`config.mk`:
```
export PLATFORM = sky130hd
export DESIGN_NAME = bus_sequencer
export DESIGN_NICKNAME = d
export VERILOG_FILES = /design/src/rtl/bus_sequencer.sv
export SDC_FILE = /design/constraint.sdc
export NUM_CORES = 1
export LEC_CHECK = 0
export CELL_PAD_IN_SITES_DETAIL_PLACEMENT = 0
export CELL_PAD_IN_SITES_GLOBAL_PLACEMENT = 2
export CORE_ASPECT_RATIO = 1.2
export CORE_UTILIZATION = 31
export DETAILED_ROUTE_END_ITERATION = 6
export GPL_ROUTABILITY_DRIVEN = 0
export GPL_TIMING_DRIVEN = 1
export HOLD_SLACK_MARGIN = 0.12
export PLACE_DENSITY = 0.86
export SETUP_SLACK_MARGIN = 0.05
export SLEW_MARGIN = 20
export SYNTH_ARGS = -nofsm -noshare
export SYNTH_HDL_FRONTEND = slang
export SYNTH_SLANG_ARGS = --single-unit
```
`constraint.sdc`:
```
create_clock -name clock -period 2.5 [get_ports clock]
set_input_delay 0.5 -clock clock [delete_from_list [all_inputs] [get_ports clock]]
set_output_delay 0.5 -clock clock [all_outputs]
set_load 0.005 [all_outputs]
```
`src/rtl/bus_sequencer.sv`:
```
// bus_sequencer
//   Eight-phase instruction cycle sequencer (A1,A2,A3,M1,M2,X1,X2,X3) for a
//   nibble-serial CPU bus. Latches decoder flags at fixed phases, tracks
//   two-word instructions, holds the DCL bank code and drives the
//   ROM/RAM command lines.
//
// Ports
//   clock        in   system clock, all state changes on posedge
//   reset        in   asynchronous active-high reset
//   hold         in   stall request, sampled in X3
//   io_op        in   decoder flag (I/O class opcode), sampled in M1
//   src_op       in   decoder flag (SRC instruction), sampled in M2
//   two_word     in   decoder flag (second ROM word), sampled in M2
//   dcl_write    in   DCL executing, sampled in X2
//   dcl_value    in   [2:0] DCL bank code, sampled with dcl_write
//   phase        out  [2:0] current phase 0..7
//   sync         out  high during X3
//   addr_oe      out  high in A1..A3
//   ir_hi_load   out  high in M1
//   ir_lo_load   out  high in M2
//   pc_inc       out  one-cycle pulse in A3
//   second_word  out  current cycle fetches a second word
//   exec_en      out  high in X1..X3 of a normal (first-word) cycle
//   cm_rom       out  ROM command line
//   cm_ram       out  [3:0] RAM bank command lines
module bus_sequencer (
  input  logic       clock,
  input  logic       reset,
  input  logic       hold,
  input  logic       io_op,
  input  logic       src_op,
  input  logic       two_word,
  input  logic       dcl_write,
  input  logic [2:0] dcl_value,
  output logic [2:0] phase,
  output logic       sync,
  output logic       addr_oe,
  output logic       ir_hi_load,
  output logic       ir_lo_load,
  output logic       pc_inc,
  output logic       second_word,
  output logic       exec_en,
  output logic       cm_rom,
  output logic [3:0] cm_ram
);

  typedef enum logic [2:0] {
    A1 = 3'd0, A2 = 3'd1, A3 = 3'd2, M1 = 3'd3,
    M2 = 3'd4, X1 = 3'd5, X2 = 3'd6, X3 = 3'd7
  } phase_t;

  phase_t     phase_reg, phase_next;
  logic       sw_reg, sw_next;
  logic       io_reg, io_next;
  logic       src_reg, src_next;
  logic       tw_reg, tw_next;
  logic [2:0] bank_reg, bank_next;

  logic       sync_reg, addr_oe_reg, ir_hi_reg, ir_lo_reg, pc_inc_reg;
  logic       exec_en_reg, cm_rom_reg;
  logic [3:0] cm_ram_reg;

  logic       cmd_next;

  // Bank code 0 selects bank line 0; any other code is driven shifted up
  // one line so that line 0 stays reserved for the default bank.
  function automatic logic [3:0] bank_pattern(input logic [2:0] code);
    return (code == 3'd0) ? 4'b0001 : {code, 1'b0};
  endfunction

  // Next-state logic. Outputs are registered from the next-state values so
  // they line up with the phase they describe without any input-to-output
  // combinational path.
  always_comb begin
    phase_next = (phase_reg == X3 && hold) ? X3 : phase_t'(phase_reg + 3'd1);
    sw_next    = sw_reg;
    io_next    = io_reg;
    src_next   = src_reg;
    tw_next    = tw_reg;
    bank_next  = bank_reg;

    case (phase_reg)
      M1: io_next = io_op & ~sw_reg;
      M2: begin
        src_next = src_op & ~sw_reg;
        tw_next  = two_word & ~sw_reg;
      end
      X2: if (dcl_write && !sw_reg) bank_next = dcl_value;
      X3: if (!hold) begin
        // Cycle boundary: a latched two_word arms exactly one second-word
        // cycle (tw_reg is forced low during a second-word cycle).
        sw_next  = tw_reg & ~sw_reg;
        io_next  = 1'b0;
        src_next = 1'b0;
        tw_next  = 1'b0;
      end
      default: ;
    endcase

    cmd_next = (phase_next == A3) ||
               (phase_next == M2 && io_next) ||
               (phase_next == X2 && src_next);
  end

  always_ff @(posedge clock or posedge reset) begin
    if (reset) begin
      phase_reg   <= A1;
      sw_reg      <= 1'b0;
      io_reg      <= 1'b0;
      src_reg     <= 1'b0;
      tw_reg      <= 1'b0;
      bank_reg    <= 3'd0;
      sync_reg    <= 1'b0;
      addr_oe_reg <= 1'b1;
      ir_hi_reg   <= 1'b0;
      ir_lo_reg   <= 1'b0;
      pc_inc_reg  <= 1'b0;
      exec_en_reg <= 1'b0;
      cm_rom_reg  <= 1'b0;
      cm_ram_reg  <= 4'b0000;
    end else begin
      phase_reg   <= phase_next;
      sw_reg      <= sw_next;
      io_reg      <= io_next;
      src_reg     <= src_next;
      tw_reg      <= tw_next;
      bank_reg    <= bank_next;
      sync_reg    <= (phase_next == X3);
      addr_oe_reg <= (phase_next == A1) || (phase_next == A2) || (phase_next == A3);
      ir_hi_reg   <= (phase_next == M1);
      ir_lo_reg   <= (phase_next == M2);
      // A held X3 never re-enters A3, so this pulses once per cycle.
      pc_inc_reg  <= (phase_next == A3);
      exec_en_reg <= (phase_next >= X1) && !sw_next;
      cm_rom_reg  <= cmd_next;
      cm_ram_reg  <= cmd_next ? bank_pattern(bank_next) : 4'b0000;
    end
  end

  assign phase       = phase_reg;
  assign sync        = sync_reg;
  assign addr_oe     = addr_oe_reg;
  assign ir_hi_load  = ir_hi_reg;
  assign ir_lo_load  = ir_lo_reg;
  assign pc_inc      = pc_inc_reg;
  assign second_word = sw_reg;
  assign exec_en     = exec_en_reg;
  assign cm_rom      = cm_rom_reg;
  assign cm_ram      = cm_ram_reg;

endmodule

```
---- Word-level counts from Yosys, hierarchy flattened ----
Cells that the tools add are included.
cells by class
  bitwise gates (word level) .............. 5
  reduce and logical (&&, ||, !) cells .... 15
  equality and inequality tests ........... 11
  $lt $le $gt $ge ......................... 1
  add/sub/neg operators ................... 1
  multiplexer cells ....................... 13
operator list
  kind                   count
  $eq A3 B3 Y1 const B   6
  $eq A3 B2 Y1 const B   3
  $mux W3                3
  $mux W4                2
  $logic_not A3 Y1       2
  $pmux W1 S2            3
  $logic_and A1 B1 Y1    5
  $mux W1                5
  $and A1 B1 Y1          4
  $logic_or A1 B1 Y1     4
  $add A3 B1 Y3 const B  1
  $eq A3 B1 Y1 const B   1
  $ge A3 B3 Y1 const B   1
  $logic_not A1 Y1       2
  $ne A2 B2 Y1 const B   1
  $reduce_and A2 Y1      1
  $reduce_bool A2 Y1     1
  $not A1 Y1             1
storage, ports and cells
  logic and storage cells ................. 60
  bits in registers ....................... 21
  bits of input ports ..................... 10
  output and inout bits ................... 15

---- Depth between registers and ports, before layout ----
  depth after elaboration ................. 8
  gate-level depth with buffers ........... 7
  gate-level depth less buffers ........... 7

---- Worst setup path after synthesis ----
OpenSTA, ideal clock, no wires.
  kind .................................... flip-flop to flip-flop
  start ................................... reg phase_reg[1], in the netlist phase[1]
  end ..................................... reg cm_ram_reg[0], in the netlist cm_ram[0]
  clock period less this slack ............ 1.655 ns
  stages on the path, launching flop included .. 7
  slack ................................... 0.845 ns
  data arrival time ....................... 1.568 ns
  cell sequence ........................... dfrtp_1 ha_1 ha_1 and2_1 o21ai_0 a211o_1 a211oi_2
between the ends
  word-level cells in the longest chain between the ends .. 8
RTL lines
  element                                                                line  source
  start: declaration                                                     52    phase_t phase_reg, phase_next;
  start signal: assignment                                               122   phase_reg <= phase_next;
  parallel branches: the longest is 7 deep, another holds $add A3 B1 Y3  --
  $mux W4 (*)                                                            136   cm_ram_reg <= cmd_next ? bank_pattern(bank_next) : 4'b0000;
  end signal: assignment                                                 136
  end: declaration                                                       61    logic [3:0] cm_ram_reg;
Every way passes the cells marked *.
A chain may end at the register's enable or synchronous reset.

---- Worst setup path in the final report ----
Ends and elaborated chain as after synthesis.

==> flow_summary.json <==
{
  "outcome": "finished clean",
  "placed_cells": 137,
  "cts_hold_buffers": 0,
  "syn_avg_cell_area_sq_um": 11.7,
  "whs_path_depth": 1,
  "pin_count": 25,
  "antenna_found_initial": 0,
  "clock_path_buffers": 2,
  "fin_nets": 123,
  "drive_above_1_share_pct": 12.1,
  "largest_reg_flops": 4,
  "dr.pass1.iters": 3,
  "wl_per_cell_um": 12.5,
  "num_rows": 21,
  "dp_slack_ns": 0.540,
  "cp-end-kind": "flop",
  "drv_slew": 0,
  "yosysMostFrequentCell": "dfrtp_1",
  "synth_common_cells": "dfrtp_1, inv_1, nand2_1",
  "max_cap_violations": 0,
  "grt_first_pass_wirelength_mm": 2.70,
  "synth_nets": 93,
  "area_growth_pct": 34.6,
  "n_antenna_cell": 0,
  "min_period_over_period_pct": 73.7,
  "final_antenna_net_count": 0,
  "grt_pass1_vias": 609,
  "grt_max_degree": 22,
  "seq_area_frac_synth_pct": 57.6,
  "p_leak_nw": 0.570,
  "synth_ff_type": "dfrtp_1",
  "startpoint_type": "flop",
  "hold_ws_ns": 0.530,
  "finalSetupViolations": 0,
  "fin_worst_skew_ns": 0.00197,
  "reg2regPathDepth": 6,
  "tightest_slew_ns": 0.804,
  "cts_resized": 0,
  "timing.final.ws_setup_ns": 0.658,
  "hold_viol_final": 0,
  "crit_arrival_ns": 2.06,
  "synth_area_sq_um": 915,
  "synthArstFlopShare_pct": 100,
  "critPathMaxFanout": 7,
  "dp_hpwl_mm": 1.36,
  "die_y_um": 61.5,
  "cts_max_level": 1,
  "synth_top_area_share_pct": 54.7,
  "synth.distinct_cells": 25,
  "cp.required_ns": 2.72,
  "cts_tree": "done",
  "drt_drc_violations_left": 0,
  "vias": 653,
  "power_density_nw_per_um2": 1210,
  "clk_latency_ns": 0.29,
  "initialDrtViolationCount": 8,
  "cts_buffers": 3,
  "post_dp_cell_area_sq_um": 1200,
  "cts_sinks": 21,
  "core_area_sq_um": 2790,
  "utilization_pct": 44.2,
  "wirelength_mm": 1.76,
  "yosys_warnings": 0,
  "post-cts-setup-buffers": 0,
  "grt_use_total_pct": 12.0,
  "path_clk_slew_ns": 0.11,
  "ir_drop_v": 0.000550,
  "yosysTopAreaCell": "dfrtp_1",
  "dieArea_sq_um": 3170,
  "min_period_ns": 1.84,
  "die_x_um": 51.6,
  "rsz0062_at_grt": "false",
  "final_cell_area_sq_um": 1230,
  "fillers": 289,
  "fin_total_pwr_mw": 1.49,
  "start_util_pct": 32.8,
  "synth_area_leaders": "dfrtp_1, ha_1, a21oi_1",
  "max_freq_mhz": 543,
  "io_buffer_count": 24,
  "synth_edf_count": 0,
  "via_per_inst": 4.63,
  "tns_ns": 0,
  "ctsRootBufferMaster": "clkbuf_4",
  "ys_seq_elements": 21,
  "relSlewSlack_pct": 46.4,
  "synthCells": 78,
  "hold_path_class": "flop to flop",
  "path_class": "flop to flop",
  "gr-total-overflow": 0,
  "stdcell_count": 141
}
## logic make-up (layout without fill, tap and decap cells)
logic type | Yosys count | after routing | share of synthesized area (%)
mux | 3 | 3 | 4.10
buf+inv | 8 | 37 | 3.28
compound gates | 16 | 16 | 12.3
flops | 21 | 21 | 57.6
fa+ha+maj | 5 | 5 | 6.84
simple gates | 25 | 25 | 15.9
## placed cells by master, fill, tap and decap left out
cell type and n:
a211o_1 1, a211oi_2 1, a21oi_1 7, and2_1 1, and3_1 1, and3b_2 1
buf_4 1, clkbuf_1 1, clkbuf_4 3, clkdlybuf4s50_1 24, dfrtp_1 20, dfstp_2 1
ha_1 5, inv_1 8, mux2_2 2, mux2_4 1, nand2_1 8, nand2b_1 2
nand3_1 2, nand4b_4 1, nor2_1 4, nor2b_1 1, nor3_1 2, nor3b_1 2
o21ai_0 3, o21ai_2 1, o21bai_1 1, o32ai_2 1, o41ai_1 1
## per-layer routing
metal  part of all wire [%]  track usage, %  wire (um)
met1                     45            14.3        798
met3                    3.3            1.48         58
met4                    1.3            6.95         23
met5                      0               0          0
met2                     50            21.0        878
## worst max-delay path, stage by stage (launching register included)
cell and delay [ns]:
dfrtp_1 0.42, ha_1 0.19, ha_1 0.26, and2_1 0.20, o21ai_0 0.13, a211o_1 0.34
a211oi_2 0.22
## power by group
group	switching (mW)	internal, mW	total [mW]
registers	0.0699	0.483	0.552
logic	0.386	0.392	0.778
clock network	0.0990	0.0621	0.161
total	0.555	0.937	1.49
## area by class of cell
cell class              instances  area [sq um]  area share, %
flip-flops and latches         21           527           42.8
clock buffers                   4          26.3           2.13
well taps                      34          42.5           3.46
multi-input cells              49           358           29.1
repair buffers                 25           248           20.1
inverters                       8          30.0           2.44
## worst paths after layout
check                                 startpoint                    end  slack [ns]
setup reg to reg              phase[1]$_DFF_PP0_    cm_ram[0]$_DFF_PP0_        0.66
max in group asynchronous                  reset       io_reg$_DFF_PP0_        1.36
hold reg to reg            bank_reg[0]$_DFF_PP0_  bank_reg[0]$_DFF_PP0_        0.53
setup / recovery              phase[1]$_DFF_PP0_    cm_ram[0]$_DFF_PP0_        0.66
min in group asynchronous                  reset  bank_reg[0]$_DFF_PP0_        0.64
hold / removal             bank_reg[0]$_DFF_PP0_  bank_reg[0]$_DFF_PP0_        0.53
No activity file was read; power rests on OpenSTA's default activity.
